--- config.mk ---
export PLATFORM = sky130hd
export DESIGN_NAME = shifter_sequencer
export DESIGN_NICKNAME = d
export VERILOG_FILES = /design/src/rtl/shifter_pkg.sv /design/src/rtl/shift_step.sv /design/src/rtl/shifter_sequencer.sv
export SDC_FILE = /design/constraint.sdc
export NUM_CORES = 1
export LEC_CHECK = 0
export ABC_AREA = 0
export CAP_MARGIN = 20
export CORE_MARGIN = 4
export CORE_UTILIZATION = 57
export DETAILED_ROUTE_END_ITERATION = 8
export PLACE_DENSITY_LB_ADDON = 0.15
export SYNTH_ARGS = -nofsm -noshare
export SYNTH_HDL_FRONTEND = slang
export SYNTH_HIERARCHICAL = 1
export SYNTH_SLANG_ARGS = --single-unit
--- constraint.sdc ---
create_clock -name clk -period 3.3 [get_ports clk]
set_input_delay 0.99 -clock clk [delete_from_list [all_inputs] [get_ports clk]]
set_output_delay 0.99 -clock clk [all_outputs]
set_load 0.005 [all_outputs]
--- src/rtl/shifter_pkg.sv ---
// Shared definitions for the operand-2 shifter sequencer: op and state encodings,
// datapath width and effective-count clamps.
package shifter_pkg;

  localparam int WIDTH = 32;

  typedef enum logic [2:0] {
    SH_LSL     = 3'd0,
    SH_LSR     = 3'd1,
    SH_ASR     = 3'd2,
    SH_ROR     = 3'd3,
    SH_RRX     = 3'd4,
    SH_ROT_IMM = 3'd5
  } sh_op_e;

  typedef enum logic [1:0] {
    SQ_IDLE  = 2'd0,
    SQ_SHIFT = 2'd1,
    SQ_DONE  = 2'd2
  } sq_state_e;

  // Beyond these counts the result and carry no longer change.
  localparam logic [5:0] CNT_MAX_LS  = 6'd33;
  localparam logic [5:0] CNT_MAX_ASR = 6'd32;

  // Codes 110/111 behave as LSL.
  function automatic sh_op_e decode_op(input logic [2:0] code);
    return (code > 3'd5) ? SH_LSL : sh_op_e'(code);
  endfunction

endpackage

--- src/rtl/shift_step.sv ---
// Combinational shifter slice: advances work/carry by 1..4 bit positions for
// the selected op; the carry is the last bit shifted out.
module shift_step
  import shifter_pkg::*;
(
  input  logic [WIDTH-1:0] work_i,
  input  logic             c_i,
  input  sh_op_e           op_i,
  input  logic [2:0]       step_i,
  output logic [WIDTH-1:0] work_o,
  output logic             c_o
);

  logic [WIDTH-1:0] w;
  logic             c;

  always_comb begin
    w = work_i;
    c = c_i;
    for (int i = 0; i < 4; i++) begin
      if (step_i > 3'(i)) begin
        case (op_i)
          SH_LSR: begin
            c = w[0];
            w = {1'b0, w[WIDTH-1:1]};
          end
          // Bit 31 still holds the captured sign, so replicating it is exact.
          SH_ASR: begin
            c = w[0];
            w = {w[WIDTH-1], w[WIDTH-1:1]};
          end
          SH_ROR, SH_ROT_IMM: begin
            c = w[0];
            w = {w[0], w[WIDTH-1:1]};
          end
          default: begin
            c = w[WIDTH-1];
            w = {w[WIDTH-2:0], 1'b0};
          end
        endcase
      end
    end
    work_o = w;
    c_o    = c;
  end

endmodule

--- src/rtl/shifter_sequencer.sv ---
// Multi-cycle ARM operand-2 shifter sequencer with request/response handshakes.
// SHIFTER_STEP4_EN: process up to 4 bit positions per SHIFT cycle instead of 1.
//
//   state    | meaning
//   ---------+-----------------------------------------------------------
//   SQ_IDLE  | ready for a request; effective count computed on accept
//   SQ_SHIFT | shifting work/carry, remaining count counts down to 0
//   SQ_DONE  | result registered, rsp_valid held until consumer accepts
module shifter_sequencer #(
  parameter int WIDTH = 32
) (
  input  logic             clk,
  input  logic             reset,
  input  logic             req_valid,
  output logic             req_ready,
  input  logic [2:0]       req_op,
  input  logic [WIDTH-1:0] req_operand,
  input  logic [7:0]       req_amount,
  input  logic             req_carry_in,
  output logic             rsp_valid,
  input  logic             rsp_ready,
  output logic [WIDTH-1:0] rsp_result,
  output logic             rsp_carry,
  output logic             busy,
  input  logic             flush
);

  import shifter_pkg::*;

`ifdef SHIFTER_STEP4_EN
  localparam logic [5:0] STEP = 6'd4;
`else
  localparam logic [5:0] STEP = 6'd1;
`endif

  sq_state_e        state_q, state_d;
  sh_op_e           op_q, op_d, op_in;
  logic [WIDTH-1:0] work_q, work_d;
  logic             c_q, c_d;
  logic [5:0]       cnt_q, cnt_d;
  logic             rsp_valid_q, rsp_valid_d;
  logic [WIDTH-1:0] rsp_result_q, rsp_result_d;
  logic             rsp_carry_q, rsp_carry_d;

  logic [WIDTH-1:0] ld_work;
  logic             ld_c;
  logic [5:0]       ld_cnt;
  logic [2:0]       step;
  logic [5:0]       cnt_rem;
  logic [WIDTH-1:0] step_work;
  logic             step_c;
  logic             accept;

  assign op_in     = decode_op(req_op);
  assign req_ready = (state_q == SQ_IDLE) && !reset;
  assign busy      = (state_q != SQ_IDLE);
  assign accept    = req_valid && req_ready && !flush;
  assign rsp_valid  = rsp_valid_q;
  assign rsp_result = rsp_result_q;
  assign rsp_carry  = rsp_carry_q;

  // Load values and effective count for an incoming request.
  always_comb begin
    ld_work = req_operand;
    ld_c    = req_carry_in;
    ld_cnt  = '0;
    case (op_in)
      SH_LSL, SH_LSR: ld_cnt = (req_amount > 8'd33) ? CNT_MAX_LS : req_amount[5:0];
      SH_ASR:         ld_cnt = (req_amount > 8'd32) ? CNT_MAX_ASR : req_amount[5:0];
      SH_ROR: begin
        ld_cnt = {1'b0, req_amount[4:0]};
        if ((req_amount != 8'd0) && (req_amount[4:0] == 5'd0)) ld_c = req_operand[WIDTH-1];
      end
      SH_RRX: begin
        ld_work = {req_carry_in, req_operand[WIDTH-1:1]};
        ld_c    = req_operand[0];
      end
      SH_ROT_IMM: begin
        ld_work = {{(WIDTH-8){1'b0}}, req_operand[7:0]};
        ld_cnt  = {1'b0, req_amount[3:0], 1'b0};
      end
      default: ;
    endcase
  end

  assign step    = (cnt_q > STEP) ? STEP[2:0] : cnt_q[2:0];
  assign cnt_rem = cnt_q - {3'b000, step};

  shift_step u_shift_step (
    .work_i (work_q),
    .c_i    (c_q),
    .op_i   (op_q),
    .step_i (step),
    .work_o (step_work),
    .c_o    (step_c)
  );

  always_comb begin
    state_d      = state_q;
    op_d         = op_q;
    work_d       = work_q;
    c_d          = c_q;
    cnt_d        = cnt_q;
    rsp_valid_d  = rsp_valid_q;
    rsp_result_d = rsp_result_q;
    rsp_carry_d  = rsp_carry_q;
    case (state_q)
      SQ_IDLE: begin
        if (accept) begin
          op_d    = op_in;
          work_d  = ld_work;
          c_d     = ld_c;
          cnt_d   = ld_cnt;
          state_d = (ld_cnt == 6'd0) ? SQ_DONE : SQ_SHIFT;
        end
      end
      SQ_SHIFT: begin
        work_d = step_work;
        c_d    = step_c;
        cnt_d  = cnt_rem;
        if (cnt_rem == 6'd0) state_d = SQ_DONE;
      end
      SQ_DONE: begin
        // First DONE cycle registers the response; it then holds until taken.
        if (!rsp_valid_q) begin
          rsp_valid_d  = 1'b1;
          rsp_result_d = work_q;
          rsp_carry_d  = c_q;
        end else if (rsp_ready) begin
          rsp_valid_d = 1'b0;
          state_d     = SQ_IDLE;
        end
      end
      default: state_d = SQ_IDLE;
    endcase
    if (flush) begin
      state_d     = SQ_IDLE;
      rsp_valid_d = 1'b0;
    end
  end

  always_ff @(posedge clk) begin
    if (reset) begin
      state_q      <= SQ_IDLE;
      op_q         <= SH_LSL;
      work_q       <= '0;
      c_q          <= 1'b0;
      cnt_q        <= '0;
      rsp_valid_q  <= 1'b0;
      rsp_result_q <= '0;
      rsp_carry_q  <= 1'b0;
    end else begin
      state_q      <= state_d;
      op_q         <= op_d;
      work_q       <= work_d;
      c_q          <= c_d;
      cnt_q        <= cnt_d;
      rsp_valid_q  <= rsp_valid_d;
      rsp_result_q <= rsp_result_d;
      rsp_carry_q  <= rsp_carry_d;
    end
  end

endmodule

==> results of run 1 <==
## through the flow
stage,utilization (%),cells,setup WS [ns]
4_1_cts,68.7,1199,0.511
2_1_floorplan,-,1031,0.741
5_1_grt,68.7,1199,0.220
6_report,68.7,1199,0.432
3_5_place_dp,65.8,1183,0.385
3_3_place_gp,65.8,1183,0.384
## synth_stat cells, drive strengths merged, types with 6 or more instances
| cell | count |
|---|---|
| nor3b | 7 |
| nor4 | 7 |
| a21boi | 6 |
| or3 | 6 |
| inv | 35 |
| nand2b | 11 |
| nand2 | 203 |
| dfxtp | 78 |
| o32ai | 10 |
| nor2 | 72 |
| and2 | 6 |
| o21ai | 67 |
| buf | 43 |
| a211oi | 18 |
| mux2i | 9 |
| clkbuf | 60 |
| o211ai | 35 |
| a21oi | 120 |
| o311ai | 25 |
| a31oi | 33 |
| a311oi | 11 |
| nand3 | 31 |
| o31ai | 10 |
| nor3 | 22 |
| and3 | 7 |
## cells in the final DEF (no fill, tap or decap), types with 6 or more instances in the layout
master,netlist,layout
nor4_1,6,6
o31ai_1,10,10
buf_4,5,27
inv_1,34,34
nor3_1,21,21
or3_1,6,6
nor3b_1,6,6
a21oi_1,118,118
clkdlybuf4s50_1,0,83
o21ai_0,62,62
a211oi_1,16,16
mux2i_1,9,9
and3_1,6,6
o32ai_1,9,9
a311oi_1,11,11
o311ai_1,24,24
conb_1,1,6
dfxtp_1,78,78
nand2_1,203,203
o211ai_1,35,35
a31oi_1,32,32
nor2_1,69,68
clkbuf_16,0,9
nand3_1,30,30
nand2b_1,11,10
## cell families after synthesis
family / after synthesis / share of synthesized area (%)
and+or+nand+nor: 391 / 25.8
buffers and inverters: 140 / 9.76
muxes: 13 / 1.97
DFF: 78 / 22.8
adders and majority gates: 2 / 0.329
other: 1 / 0.0548
AOI/OAI and AO/OA: 401 / 39.2
## worst min path at each step
stage          slack, ns              to            from
2_1_floorplan       0.44  rsp_result[15]      work_q[15]
3_3_place_gp        0.44  rsp_result[19]  rsp_result[19]
3_5_place_dp        0.45   rsp_result[6]   rsp_result[6]
4_1_cts             0.45   rsp_result[6]   rsp_result[6]
5_1_grt             0.47  rsp_result[18]  rsp_result[18]
6_report            0.45   rsp_result[6]   rsp_result[6]
## routing by layer
| layer | vias up | global-route usage [%] | part of all wire [%] |
|---|---|---|---|
| li1 | 3836 | - | - |
| met1 | 3761 | 41.1 | 39 |
| met2 | 570 | 51.6 | 45 |
| met3 | 92 | 4.95 | 10 |
| met4 | 0 | 17.7 | 5.1 |
| met5 | - | 0 | 0 |
## sequential cells by signal, summed over array words and instances (netlist names)
register,cells
rsp_result,32
cnt_q,6
work_q,32
op_q,3
state_q,2
c_q,1
rsp_carry,1
rsp_valid,1
## power groups by stage
stage / registers (uW) / logic (uW) / clock network, uW
after floorplan: 1030 / 590 / 0
after global routing: 1060 / 900 / 1150
after global placement: 1070 / 764 / 0
after CTS: 1050 / 771 / 1110
final: 1060 / 831 / 1100
after detailed placement: 1070 / 767 / 0
## worst register-to-register path, stage by stage (launching register included)
cell and delay (ns):
dfxtp_1 0.38, nor3_1 0.33, nand2_1 0.35, buf_4 0.28
nor3_2 0.36, buf_4 0.25, a211oi_1 0.07, o211ai_1 0.20
a21oi_1 0.09, a31oi_1 0.25, nand2_1 0.09, a21oi_1 0.16
## cell type report
| class | instances | area (um2) | share of cell area, % |
|---|---|---|---|
| Multi-Input combinational cell | 813 | 4640 | 58.5 |
| Clock buffer | 9 | 225 | 2.84 |
| Clock inverter | 7 | 104 | 1.31 |
| Timing Repair Buffer | 114 | 1100 | 13.8 |
| Inverter | 35 | 131 | 1.65 |
| Sequential cell | 78 | 1560 | 19.7 |
| Tap cell | 143 | 179 | 2.25 |
==> flow_metrics.tcl, run 1 <==
set metrics [dict create \
    cp-endpoint "work_q[15]" \
    chipHeight_um 118 \
    grt_max_degree 72 \
    syn_area_um2 6850 \
    num_vias 8259 \
    drt_iter0_drc 1306 \
    ctsLongestPathBuffers 2 \
    drc 0 \
    layout-area-overhead-vs-synth_pct 16.0 \
    post_cts_resized 0 \
    start_kind "flip-flop" \
    critPathCaptureType "flip-flop" \
    worstPathMaxFanout 9 \
    cts_tree "yes" \
    critical_path_buf_inv_count 2 \
    cpPeakStageDelay_ns 0.38 \
    finalClockSkew_ns 0.0114 \
    async_flop_share_pct 0 \
    internal_power_uw 1980 \
    cp.arrival_ns 3.14 \
    fin_nets 1101 \
    tightest_slew_ns 0.948 \
    nFillCells 1023 \
    cts_setup_buffers 0 \
    gr-total-overflow 0 \
    period_needed_ns 2.87 \
    cp-startpoint "cnt_q[1]" \
    yosysTopAreaCell "dfxtp_1" \
    crit_type "flip-flop to flip-flop" \
    track_usage_pct 32.1 \
    htreeDepth 3 \
    cts_root_buf "clkbuf_16" \
    tns_ns 0 \
    cp.depth 11 \
    antenna_left 0 \
    drv_slew 0 \
    r2r_end "work_q[15]" \
    max_cap_violations 0 \
    ios 85 \
    netSwitchingFraction_pct 33.6 \
    rows 39 \
    yosysUniqueCellTypes 90 \
    ys_ff_latch 78 \
    rsz0062_at_grt "no" \
    cts_sinks 78 \
    hold_ws_ns 0.452 \
    synth_warnings 6 \
    hpwl_um 16200 \
    power_frac_seq_pct 35.4 \
    clock_insertion_delay_worst_skew_ns 0.35 \
    yosysTopAreaCellShare_pct 22.8 \
    hold_buffers 0 \
    start_util_pct 59.2 \
    ff2ff_setup_slack_ns 0.43 \
    post_drt_via_cell_ratio 6.89 \
    post_dp_cell_area_um2 7610 \
    antenna_found_initial 0 \
    period_share_pct 86.9 \
    p_leak_uw 0.00270 \
    hold_viol_final 0 \
    combPwrFrac_pct 27.9 \
    fp.dieArea_um2 13800 \
    synth_edf_count 0 \
    synthFlopType "dfxtp_1" \
    setup_violations 0 \
    avgSynthCellArea_um2 6.67 \
    cp_data_required_time_ns 3.57 \
    port_buffers 84 \
    status "finished clean" \
    irDropWorstVdd_mv 0.245 \
    layout-drive-gt1-share_pct 7.10 \
    wirelength_um 23700 \
    dieWidth_um 118 \
    grt_pass1_wl_um 37500 \
    synth_area_leaders "dfxtp_1 (23%), nand2_1 (11%), a21oi_1 (8.6%)" \
    r2r_cells 11 \
    first_pass_iters 6 \
    whs_path_depth 2 \
    synth_cells 1026 \
    hold_class "flip-flop to flip-flop" \
    timing.rr.start "cnt_q[1]" \
    wire_per_inst_um 19.7 \
    core_um2 11600 \
    p_sw_uw 1000 \
    cp_slowest_cell "dfxtp_1" \
    synth-seq-area-share_pct 22.8 \
    grt_pass1_vias 7413 \
    cts_buffers 9 \
    p_total_uw 2980 \
    crit_family "simple AND/OR/NAND/NOR gates" \
    cp_cell_sequence "nor3_1 -> nand2_1 -> buf_4 -> nor3_2 -> buf_4 -> a211oi_1 -> o211ai_1 -> a21oi_1 -> a31oi_1 -> nand2_1 -> a21oi_1" \
    fin_area_um2 7940 \
    p_clk_share_pct 36.8 \
    power.density_nw_per_um2 376 \
    max-slew-margin-rel_pct 36.8 \
    diodes 0 \
    max_freq_mhz 349 \
    clk_pin_slew_ns 0.07 \
    gp_congestion 0.964 \
]
No activity file was read; power rests on OpenSTA's default activity.
==> run 2, diff against run 1 <==
--- a/config.mk
+++ b/config.mk
@@ -7,10 +7,12 @@
 export LEC_CHECK = 0
 export ABC_AREA = 0
 export CAP_MARGIN = 20
-export CORE_MARGIN = 4
+export CORE_MARGIN = 1
 export CORE_UTILIZATION = 57
+export CTS_CLUSTER_SIZE = 30
 export DETAILED_ROUTE_END_ITERATION = 8
 export PLACE_DENSITY_LB_ADDON = 0.15
+export SETUP_SLACK_MARGIN = 0.1
 export SYNTH_ARGS = -nofsm -noshare
 export SYNTH_HDL_FRONTEND = slang
 export SYNTH_HIERARCHICAL = 1
==> run 2 against run 1 <==
  * The run now ends with design-rule violations left
  * Routed wire length rose by 0.18%
  * Global-route usage rose by 6.6 points
  * Clock-buffer cell count rose by 1
  * First-iteration DRC count fell by 24%
  * Fmax rose by 1.1%
  * Power fell by 2.4%
  * Register-to-register slack improved by 0.03 ns
  * Clock power fell by 5%
  * Hold slack barely moved
  * Sequential share of layout area rose by 0.11 points
==> flow_metrics.tcl, run 2 (synthesis results as in run 1) <==
set metrics [dict create \
    max_freq_mhz 353 \
    ctsLongestPathBuffers 2 \
    critPathCaptureType "flip-flop" \
    cp_data_required_time_ns 3.57 \
    p_leak_uw 0.00267 \
    clk_pin_slew_ns 0.06 \
    rsz0062_at_grt "no" \
    tns_ns 0 \
    port_buffers 84 \
    ios 85 \
    irDropWorstVdd_mv 0.349 \
    period_needed_ns 2.84 \
    cp.arrival_ns 3.10 \
    core_um2 11600 \
    layout_commonest_cell "nand2_1" \
    gp_congestion 0.958 \
    hold_buffers 0 \
    grt_pass1_wl_um 39100 \
    hpwl_um 16000 \
    antenna_left 0 \
    track_usage_pct 38.7 \
    post_drt_via_cell_ratio 6.94 \
    hold_viol_final 0 \
    antenna_found_initial 0 \
    setup_violations 0 \
    drv_slew 0 \
    wire_per_inst_um 19.8 \
    grt_pass1_vias 7682 \
    gr-total-overflow 0 \
    cts_buffers 9 \
    power.density_nw_per_um2 369 \
    clock_insertion_delay_worst_skew_ns 0.35 \
    wirelength_um 23700 \
    cp_slowest_cell "or3b_1" \
    crit_type "flip-flop to flip-flop" \
    grt_max_degree 70 \
    dieWidth_um 112 \
    hp-start "rsp_result[0]" \
    final_core_util_pct 68.3 \
    cts_root_buf "clkbuf_16" \
    layout-area-overhead-vs-synth_pct 15.4 \
    cts_tree "yes" \
    cts_setup_buffers 0 \
    start_util_pct 59.2 \
    chipHeight_um 112 \
    fp.dieArea_um2 12500 \
    cpPeakStageDelay_ns 0.56 \
    drt_iter0_drc 998 \
    cts_sinks 78 \
    first_pass_iters 8 \
    status "complete, but fails checks" \
    finalClockSkew_ns 0.00889 \
    rows 39 \
    post_cts_resized 0 \
    worstPathMaxFanout 35 \
    failed_checks "design-rule violations" \
    start_kind "flip-flop" \
    htreeDepth 3 \
    max_cap_violations 0 \
    timing.rr.start "cnt_q[3]" \
    cp_cell_sequence "nor3_1 -> nand2_1 -> buf_4 -> or3b_1 -> a21oi_1 -> a211oi_2 -> a211oi_1 -> a31oi_1 -> nand2_1 -> a21oi_1" \
    tightest_slew_ns 0.951 \
    hold_class "flip-flop to flip-flop" \
    mostFrequentLayoutCells "nand2_1 (203), a21oi_1 (118), clkdlybuf4s50_1 (83)" \
    cp-startpoint "cnt_q[3]" \
    diodes 0 \
    layout-drive-gt1-share_pct 6.84 \
    num_vias 8298 \
    fin_nets 1098 \
    drc 4 \
    period_share_pct 85.9 \
    max-slew-margin-rel_pct 36.6 \
]
[run 2: cell count changes in the layout (fill, tap and decap cells not counted)]
| cell | delta |
|---|---|
| buf_4 | -3 |
| clkinvlp_4 | +1 |
| bufinv_16 | -1 |
| inv_6 | -1 |
| clkbuf_8 | +1 |
| inv_8 | -1 |
| clkinv_4 | +1 |
[run 2: path summary, 6_finish.rpt]
| path | to | slack (ns) | depth (start not counted) |
|---|---|---|---|
| setup / recovery | work_q[13] | 0.46 | 10 |
| hold / removal | rsp_result[0] | 0.45 | 2 |
| setup reg to reg | work_q[13] | 0.46 | 10 |
| hold reg to reg | rsp_result[0] | 0.45 | 2 |
[run 2: layer usage]
| layer | vias up | wire (um) | global-route usage, % |
|---|---|---|---|
| met4 | 0 | 947 | 20.2 |
| met2 | 596 | 11200 | 64.4 |
| li1 | 3827 | - | - |
| met5 | - | 0 | 0 |
| met3 | 86 | 2520 | 7.78 |
| met1 | 3789 | 9060 | 47.4 |
[run 2: where the power goes]
| group | switching, uW | internal (uW) | total (uW) |
|---|---|---|---|
| Clock | 427 | 610 | 1040 |
| Combinational | 497 | 325 | 821 |
| Sequential | 80.8 | 973 | 1050 |
[run 2: through the flow]
step | total power, uW | hold slack, ns | area (um2) | instances | setup WS [ns]
after global routing | 3050 | 0.469 | 7900 | 1196 | 0.290
after CTS | 2860 | 0.454 | 7900 | 1196 | 0.525
after floorplan | 1620 | 0.444 | 6870 | 1031 | 0.741
final | 2910 | 0.452 | 7900 | 1196 | 0.465
after detailed placement | 1830 | 0.446 | 7590 | 1180 | 0.313
after global placement | 1820 | 0.442 | 7590 | 1180 | 0.419
[run 2: worst max-delay path: cells and delay by family (launching register included)]
kind / cells / cell delay, ns
flip-flops: 1 / 0.35
buffers and inverters: 1 / 0.29
AND/OR/NAND/NOR: 4 / 1.19
AO/OA/AOI/OAI: 5 / 0.90
[run 2: final cells by class]
class	instances	area (um2)
Clock buffer	10	239
Clock inverter	6	70.1
Fill cell	1047	3660
Inverter	35	131
Multi-Input combinational cell	813	4640
Sequential cell	78	1560
Tap cell	143	179
Timing Repair Buffer	111	1080
